[config.mk]
export PLATFORM = sky130hd
export DESIGN_NAME = hazard_control
export DESIGN_NICKNAME = d
export VERILOG_FILES = /design/src/rtl/hazard_control_pkg.sv /design/src/rtl/hazard_control_md_busy_tracker.sv /design/src/rtl/hazard_control.sv
export SDC_FILE = /design/constraint.sdc
export NUM_CORES = 1
export LEC_CHECK = 0
export ABC_AREA = 1
export CELL_PAD_IN_SITES_DETAIL_PLACEMENT = 1
export CELL_PAD_IN_SITES_GLOBAL_PLACEMENT = 2
export CORE_AREA = 2 2 61 63
export CTS_CLUSTER_DIAMETER = 30
export DETAILED_ROUTE_END_ITERATION = 12
export DIE_AREA = 0 0 63 65
export PLACE_DENSITY = 0.86
export SETUP_SLACK_MARGIN = 0.2
export SYNTH_ARGS = -nofsm -noshare
export SYNTH_HDL_FRONTEND = slang
export SYNTH_HIERARCHICAL = 1
export SYNTH_SLANG_ARGS = --single-unit
export TNS_END_PERCENT = 30
[constraint.sdc]
create_clock -name clock -period 3.5 [get_ports clock]
set_input_delay 0.875 -clock clock [delete_from_list [all_inputs] [get_ports clock]]
set_output_delay 0.875 -clock clock [all_outputs]
set_load 0.005 [all_outputs]
[src/rtl/hazard_control_pkg.sv]
// Shared mips32 pipeline definitions: multiply/divide tracker states, register constants, default latencies.
// No logic; latency and backpressure are defined by the modules that import it.
package mips_pkg;

  typedef enum logic {
    MD_IDLE = 1'b0,
    MD_BUSY = 1'b1
  } md_state_t;

  localparam logic [4:0] REG_ZERO = 5'd0;

  localparam int DEF_MULT_LATENCY = 4;
  localparam int DEF_DIV_LATENCY  = 32;

  function automatic int maxOf(input int a, input int b);
    return (a > b) ? a : b;
  endfunction

endpackage

[src/rtl/hazard_control_md_busy_tracker.sv]
// Multiply/divide occupancy tracker: one accepted start keeps the unit busy for the op's latency.
// Latency: busy from the cycle after acceptance for L cycles; done marks the last one. Starts while busy are ignored.
module md_busy_tracker
  import mips_pkg::*;
#(
  parameter int MULT_LATENCY = DEF_MULT_LATENCY,
  parameter int DIV_LATENCY  = DEF_DIV_LATENCY
) (
  input  logic clock,
  input  logic reset,
  input  logic start,
  input  logic isDiv,
  output logic busy,
  output logic done
);

  localparam int CNT_W = $clog2(maxOf(MULT_LATENCY, DIV_LATENCY) + 1);
  localparam logic [CNT_W-1:0] CNT_ONE  = CNT_W'(1);
  localparam logic [CNT_W-1:0] CNT_MULT = CNT_W'(MULT_LATENCY);
  localparam logic [CNT_W-1:0] CNT_DIV  = CNT_W'(DIV_LATENCY);

  md_state_t        state;
  logic [CNT_W-1:0] cnt;

  always_ff @(posedge clock) begin
    if (reset) begin
      state <= MD_IDLE;
      cnt   <= '0;
    end else begin
      case (state)
        MD_IDLE: begin
          if (start) begin
            state <= MD_BUSY;
            cnt   <= isDiv ? CNT_DIV : CNT_MULT;
          end
        end
        MD_BUSY: begin
          // cnt counts the busy cycles still to go, including the current one
          if (cnt == CNT_ONE) begin
            state <= MD_IDLE;
            cnt   <= '0;
          end else begin
            cnt <= cnt - CNT_ONE;
          end
        end
        default: begin
          state <= MD_IDLE;
          cnt   <= '0;
        end
      endcase
    end
  end

  assign busy = (state == MD_BUSY);
  assign done = (state == MD_BUSY) && (cnt == CNT_ONE);

endmodule

[src/rtl/hazard_control.sv]
// Stall/flush controller for the mips32 pipeline: load-use and HI/LO hazards, wrong-path squash on taken branch.
// Latency: pipeline controls are combinational from inputs and tracker state; stalling holds PC/IF/ID and bubbles ID/EX.
module hazard_control
  import mips_pkg::*;
#(
  parameter int MULT_LATENCY = DEF_MULT_LATENCY,
  parameter int DIV_LATENCY  = DEF_DIV_LATENCY
) (
  input  logic       clock,
  input  logic       reset,
  input  logic [4:0] rsID,
  input  logic [4:0] rtID,
  input  logic       useRsID,
  input  logic       useRtID,
  input  logic       hiloReadID,
  input  logic       mdStartID,
  input  logic       isDivID,
  input  logic [4:0] destRegEX,
  input  logic       memReadEX,
  input  logic       branchTakenEX,
  output logic       stallPC,
  output logic       stallIFID,
  output logic       bubbleIDEX,
  output logic       flushIFID,
  output logic       mdBusy,
  output logic       mdDone
);

  logic rsMatch;
  logic rtMatch;
  logic loadUse;
  logic mdHazard;
  logic stall;
  logic mdAccept;

  assign rsMatch  = useRsID && (rsID == destRegEX);
  assign rtMatch  = useRtID && (rtID == destRegEX);
  assign loadUse  = memReadEX && (destRegEX != REG_ZERO) && (rsMatch || rtMatch);

  // A new mult/div while busy is a structural conflict, so it waits like mfhi/mflo
  assign mdHazard = mdBusy && (hiloReadID || mdStartID);
  assign stall    = loadUse || mdHazard;

  // Squashed or stalled starts never reach the unit
  assign mdAccept = mdStartID && !branchTakenEX && !stall;

  md_busy_tracker #(
    .MULT_LATENCY(MULT_LATENCY),
    .DIV_LATENCY (DIV_LATENCY)
  ) u_md_busy_tracker (
    .clock(clock),
    .reset(reset),
    .start(mdAccept),
    .isDiv(isDivID),
    .busy (mdBusy),
    .done (mdDone)
  );

  always_comb begin
    stallPC    = 1'b0;
    stallIFID  = 1'b0;
    bubbleIDEX = 1'b0;
    flushIFID  = 1'b0;
    if (!reset) begin
      if (branchTakenEX) begin
        flushIFID  = 1'b1;
        bubbleIDEX = 1'b1;
      end else if (stall) begin
        stallPC    = 1'b1;
        stallIFID  = 1'b1;
        bubbleIDEX = 1'b1;
      end
    end
  end

endmodule
==> Word-level counts from Yosys, hierarchy flattened <==
Cells that the tools add are included.
{ "word_totals": {"inputBits": 24, "wordCells": 36, "output_inout_bits": 6, "reg_bits": 7} }
{ "classes": {"bitwise": 1, "reduce_logical": 14, "eq_ne": 4, "n_mux": 14, "addsub": 1} }
{ "ops": {"columns": ["cell", "count"], "rows": [
  ["two-way mux 6 bit", 3],
  ["case mux 6 bit (2 select lines)", 1],
  ["== test 5 bit", 2],
  ["two-way mux 1 bit", 9],
  ["logical AND 1 bit", 8],
  ["== test 6 x 1 -> 1 bit (second input constant)", 1],
  ["subtractor 6 x 1 -> 6 bit (second input constant)", 1],
  ["nonzero test 5 bit", 1],
  ["logical OR 1 bit", 3],
  ["logical NOT 1 bit", 2],
  ["inequality test 2 bit (second input constant)", 1],
  ["case mux 1 bit (2 select lines)", 1],
  ["inverter 1 bit", 1]
]} }

==> Longest topological paths before layout <==
{ "logic_depth": {"depth_word": 9, "mapped_depth": 13, "ltp_nobuf": 13} }

==> Cells and area by module <==
Netlist, hierarchy kept.
{ "modules_own_cells": {"columns": ["mod", "area_per_inst_um2", "cells_each", "n_inst"], "rows": [
  ["md_busy_tracker", 385.4, 54, 1],
  ["hazard_control", 284.0, 68, 1]
]} }

==> Worst setup path after synthesis <==
Ideal clock, no wire load.
{ "synth_path": {"path_type": "input -> output", "startpoint": "input port destRegEX[3]", "endpoint": "output port stallPC", "path_stages": 8, "t_arrival_ps": 1626, "path_buffers": 1, "slack_ps": 999, "cell_sequence": "inv_1 -> nor2_1 -> nor2_2 -> nand3_1 -> nand2_1 -> nand2_2 -> a21oi_1 -> buf_4"} }
{ "synth_via": {"elab_chain_cells": 8, "word_cells_on_any_way": 12, "classes_between": "eq/ne: 2; mux: 3; reduce/logical: 7"} }
{ "synth_rtl": {"columns": ["item", "line", "rtl"], "rows": [
  ["start: declaration", "hazard_control.sv:18", "input logic [4:0] destRegEX,"],
  ["== test 5 bit (on tied branches)", "hazard_control.sv:36, hazard_control.sv:37", null],
  ["logical AND 1 bit (on tied branches)", "hazard_control.sv:36, hazard_control.sv:37", null],
  ["logical OR 1 bit", "hazard_control.sv:38", "assign loadUse = memReadEX && (destRegEX != REG_ZERO) && (rsMatch || rtMatch);"],
  ["logical AND 1 bit *", "hazard_control.sv:38", null],
  ["logical OR 1 bit *", "hazard_control.sv:42", "assign stall = loadUse || mdHazard;"],
  ["two-way mux 1 bit * (3 in series)", null, null],
  ["end: declaration", "hazard_control.sv:21", "output logic stallPC,"]
]} }
Every way passes the cells marked *; elsewhere a longest branch is shown, timed or not.

==> Final worst setup path <==
{ "layout_path": {"startpoint": "input port destRegEX[3]", "endpoint": "output port stallPC"} }
{ "layout_via": {"elab_chain_cells": 8, "word_cells_on_any_way": 12, "classes_between": "eq/ne: 2; mux: 3; reduce/logical: 7"} }
{ "layout_rtl": {"columns": ["item", "line", "rtl"], "rows": [
  ["== test 5 bit (on tied branches)", "hazard_control.sv:36, hazard_control.sv:37", null],
  ["logical AND 1 bit (on tied branches)", "hazard_control.sv:36, hazard_control.sv:37", null],
  ["logical OR 1 bit", "hazard_control.sv:38", null],
  ["logical AND 1 bit *", "hazard_control.sv:38", null],
  ["logical OR 1 bit *", "hazard_control.sv:42", null],
  ["two-way mux 1 bit *", "hazard_control.sv:68", "end else if (stall) begin"],
  ["two-way mux 1 bit *", "hazard_control.sv:65", "if (branchTakenEX) begin"],
  ["two-way mux 1 bit *", "hazard_control.sv:64", "if (!reset) begin"]
]} }
Marked as above.

==> metrics.txt <==
#FFs+latches synth=7; CP Buf/Inv Count=3; CTS tree=done; Synth cell types=20; antenna violation net count after detailed routing=0; Site Rows=22; Chip Width=63 um; fill count=484; crit-path max FO=5; syn nets=148; Clock Latency Late Sink=260 ps; Layout Nets=182; post-synthesis sequential area ratio=20.93%; vias=833; Internal=0.1880 mW; clock skew=1.278 ps; mean routed wirelength per cell=10.72 um; met3 GRT Util=1.389%; Worst Tran Pin Value=416.6 ps; Placed Area=1020 um^2; Clock Path Buffers=2; Synth top area share=24.67%; die area=4095 um^2; fin crit period=3154 ps; H-tree depth=1; PD cells=272.1 nW/um^2; Worst Hold Class=reg2reg; Psw=0.1003 mW; Net Sw Frac=34.80%; Pleak=0.5753 nW; Ys Warns=6; Worst-path clk slew=50 ps; Post-synth EDFFs=0; Fmax=0.3171 GHz; final wirelength=2.176 mm; fin crit share=90.10%; critical path class=in2out; Yosys top cell by area=nand2_1; total grt overflow=0; initial antenna violation count=0; clk sinks=7; Root Driver=clkbuf_4; P&R area growth vs syn=58.32%; first drt pass iteration count=4; count leader, synth=nand2_1; synth top area cells=nand2_1 25%, dfxtp_1 21%, inv_1 11%; # Post-CTS Setup Buffers=0; Most used DFF post-synth=dfxtp_1; Final setup viols=0; asr flop ratio synth=0%; largest net degree at the start of global routing=8; initial core utilization=19.15%; DRC violations left=0; num ports=30; most frequent CP cell=nand2_1; max-slew violations=0; Initial DRC Count=21; syn avg cell area=5.487 um^2; DP Cell Count=199; chip height=65 um; DP HPWL=1.944 mm; Mapped Area=669.4 um^2; # diodes=0; RR Startpoint=u_md_busy_tracker/busy; total track usage=11.68%; cts hold-fix bufs=0; Setup crit start=destRegEX[3]; Final Hold Viols=0; Critical Path AT=2280 ps; Clock Power Share=26.2%; Final TNS setup=0 ps; core area=3496 um^2; logic gate share of total power=40.7%; CTS Buf Count=3; GRT busiest layer=met2; Setup crit end kind=primary output; design area=1060 um^2; Non-Filler Instances=203; # port buffers=29; CP max stage delay=450 ps; maximum vdd drop=0.00006628 V; Vias/cell=4.103; Top delay family on crit path=buffers and inverters; RD Place Congestion=0.8011; max-cap violations=0; first-pass GRT wire length=3.753 mm; unrepaired setup endpoints after global routing=false; overall power=0.2884 mW; Gate Count Post-Synth=122; share of cells above drive strength 1=13.55%; met1 Resource Use GR=11.44%; Rel. slew slack=71.93%; vias in the first global route=911; WP data required=2620 ps; Seq pwr share=33.1%; HP Start=u_md_busy_tracker/cnt[3]; startpoint types=input pin; met2 Use GR=24.20%; Layout Utilization=30.31%; status=completed; Post-synth top cells=44 x nand2_1, 20 x inv_1, 13 x nor2_1, 7 x dfxtp_1, 6 x inv_2; CP max stage cell=clkdlybuf4s50_1; CP cell instances=clkdlybuf4s50_1 > inv_1 > nand2_1 > nand2_1 > nor2_1 > nand3_1 > nand2_1 > nand2_2 > a21oi_2 > dlygate4sd2_1
worst reg2reg max path, delay by kind of cell, from the launching register on:
family	cells	cell delay, ps
and+or+nand+nor	3	470
AOI/OAI and AO/OA	4	500
DFF	1	440
layout by cell type, fill, tap and decap left out, types with 4 or more instances in the layout:
| cell type | instances |
|---|---|
| nand2_1 | 44 |
| nor2_2 | 5 |
| nor2_1 | 13 |
| nand3_1 | 4 |
| dfxtp_1 | 7 |
| dlymetal6s2s_1 | 5 |
| clkdlybuf4s50_1 | 22 |
| inv_1 | 20 |
| inv_2 | 6 |
power by group through the flow:
stage | clock network, mW | logic (mW) | registers [mW]
global placement | 0 | 0.115 | 0.0962
detailed placement | 0 | 0.120 | 0.0966
global route | 0.0837 | 0.133 | 0.0966
CTS | 0.0786 | 0.120 | 0.0952
finish | 0.0755 | 0.117 | 0.0954
floorplan | 0 | 0.0663 | 0.0948
per-layer routing:
layer	share of wire (%)	up-vias
li1	-	435
met1	40	374
met2	55	20
met3	3.5	4
met4	1.0	0
met5	0	-
what timing repair did:
item	in CTS	in global routing
endpoints found under the setup margin	3	3
cloned	0	0
endpoints found under the hold margin	0	0
gates resized for setup	3	5
cell families (layout without fill, tap and decap cells):
logic type / count (synthesis) / after routing / synth area share (%)
simple gates: 71 / 71 / 45.42
xor+xnor: 2 / 2 / 2.617
flops: 7 / 7 / 20.93
compound gates: 13 / 13 / 11.59
fa+ha+maj: 2 / 2 / 3.738
buf+inv: 27 / 60 / 15.70
state kept, by name, summed over array words and instances, names as in the netlist:
name                    cells
u_md_busy_tracker/busy      1
u_md_busy_tracker/cnt       6
through the flow:
step,hold WS [ps],setup WS (ps)
6_report,532.2,346.4
5_1_grt,566.4,216.0
4_1_cts,527.6,34.40
3_5_place_dp,517.2,-95.95
3_3_place_gp,496.4,-19.49
2_1_floorplan,485.4,999.2
cell type report:
class	count	area, um^2	share of cell area [%]
multi-input cells	88	427.9	40.38
repair buffers	30	307.8	29.04
flip-flops and latches	7	140.1	13.22
inverters	26	97.59	9.209
well taps	48	60.06	5.667
clock buffers	4	26.28	2.479
final timing paths:
path                                                 end  slack, ps  cells past startpoint
worst min-delay path            u_md_busy_tracker/cnt[3]        530                      2
worst min register to register  u_md_busy_tracker/cnt[3]        530                      2
worst max register to register  u_md_busy_tracker/cnt[2]       1990                      7
worst max-delay path                             stallPC        350                     10
Note: power is estimated with default switching activity, not from simulation.
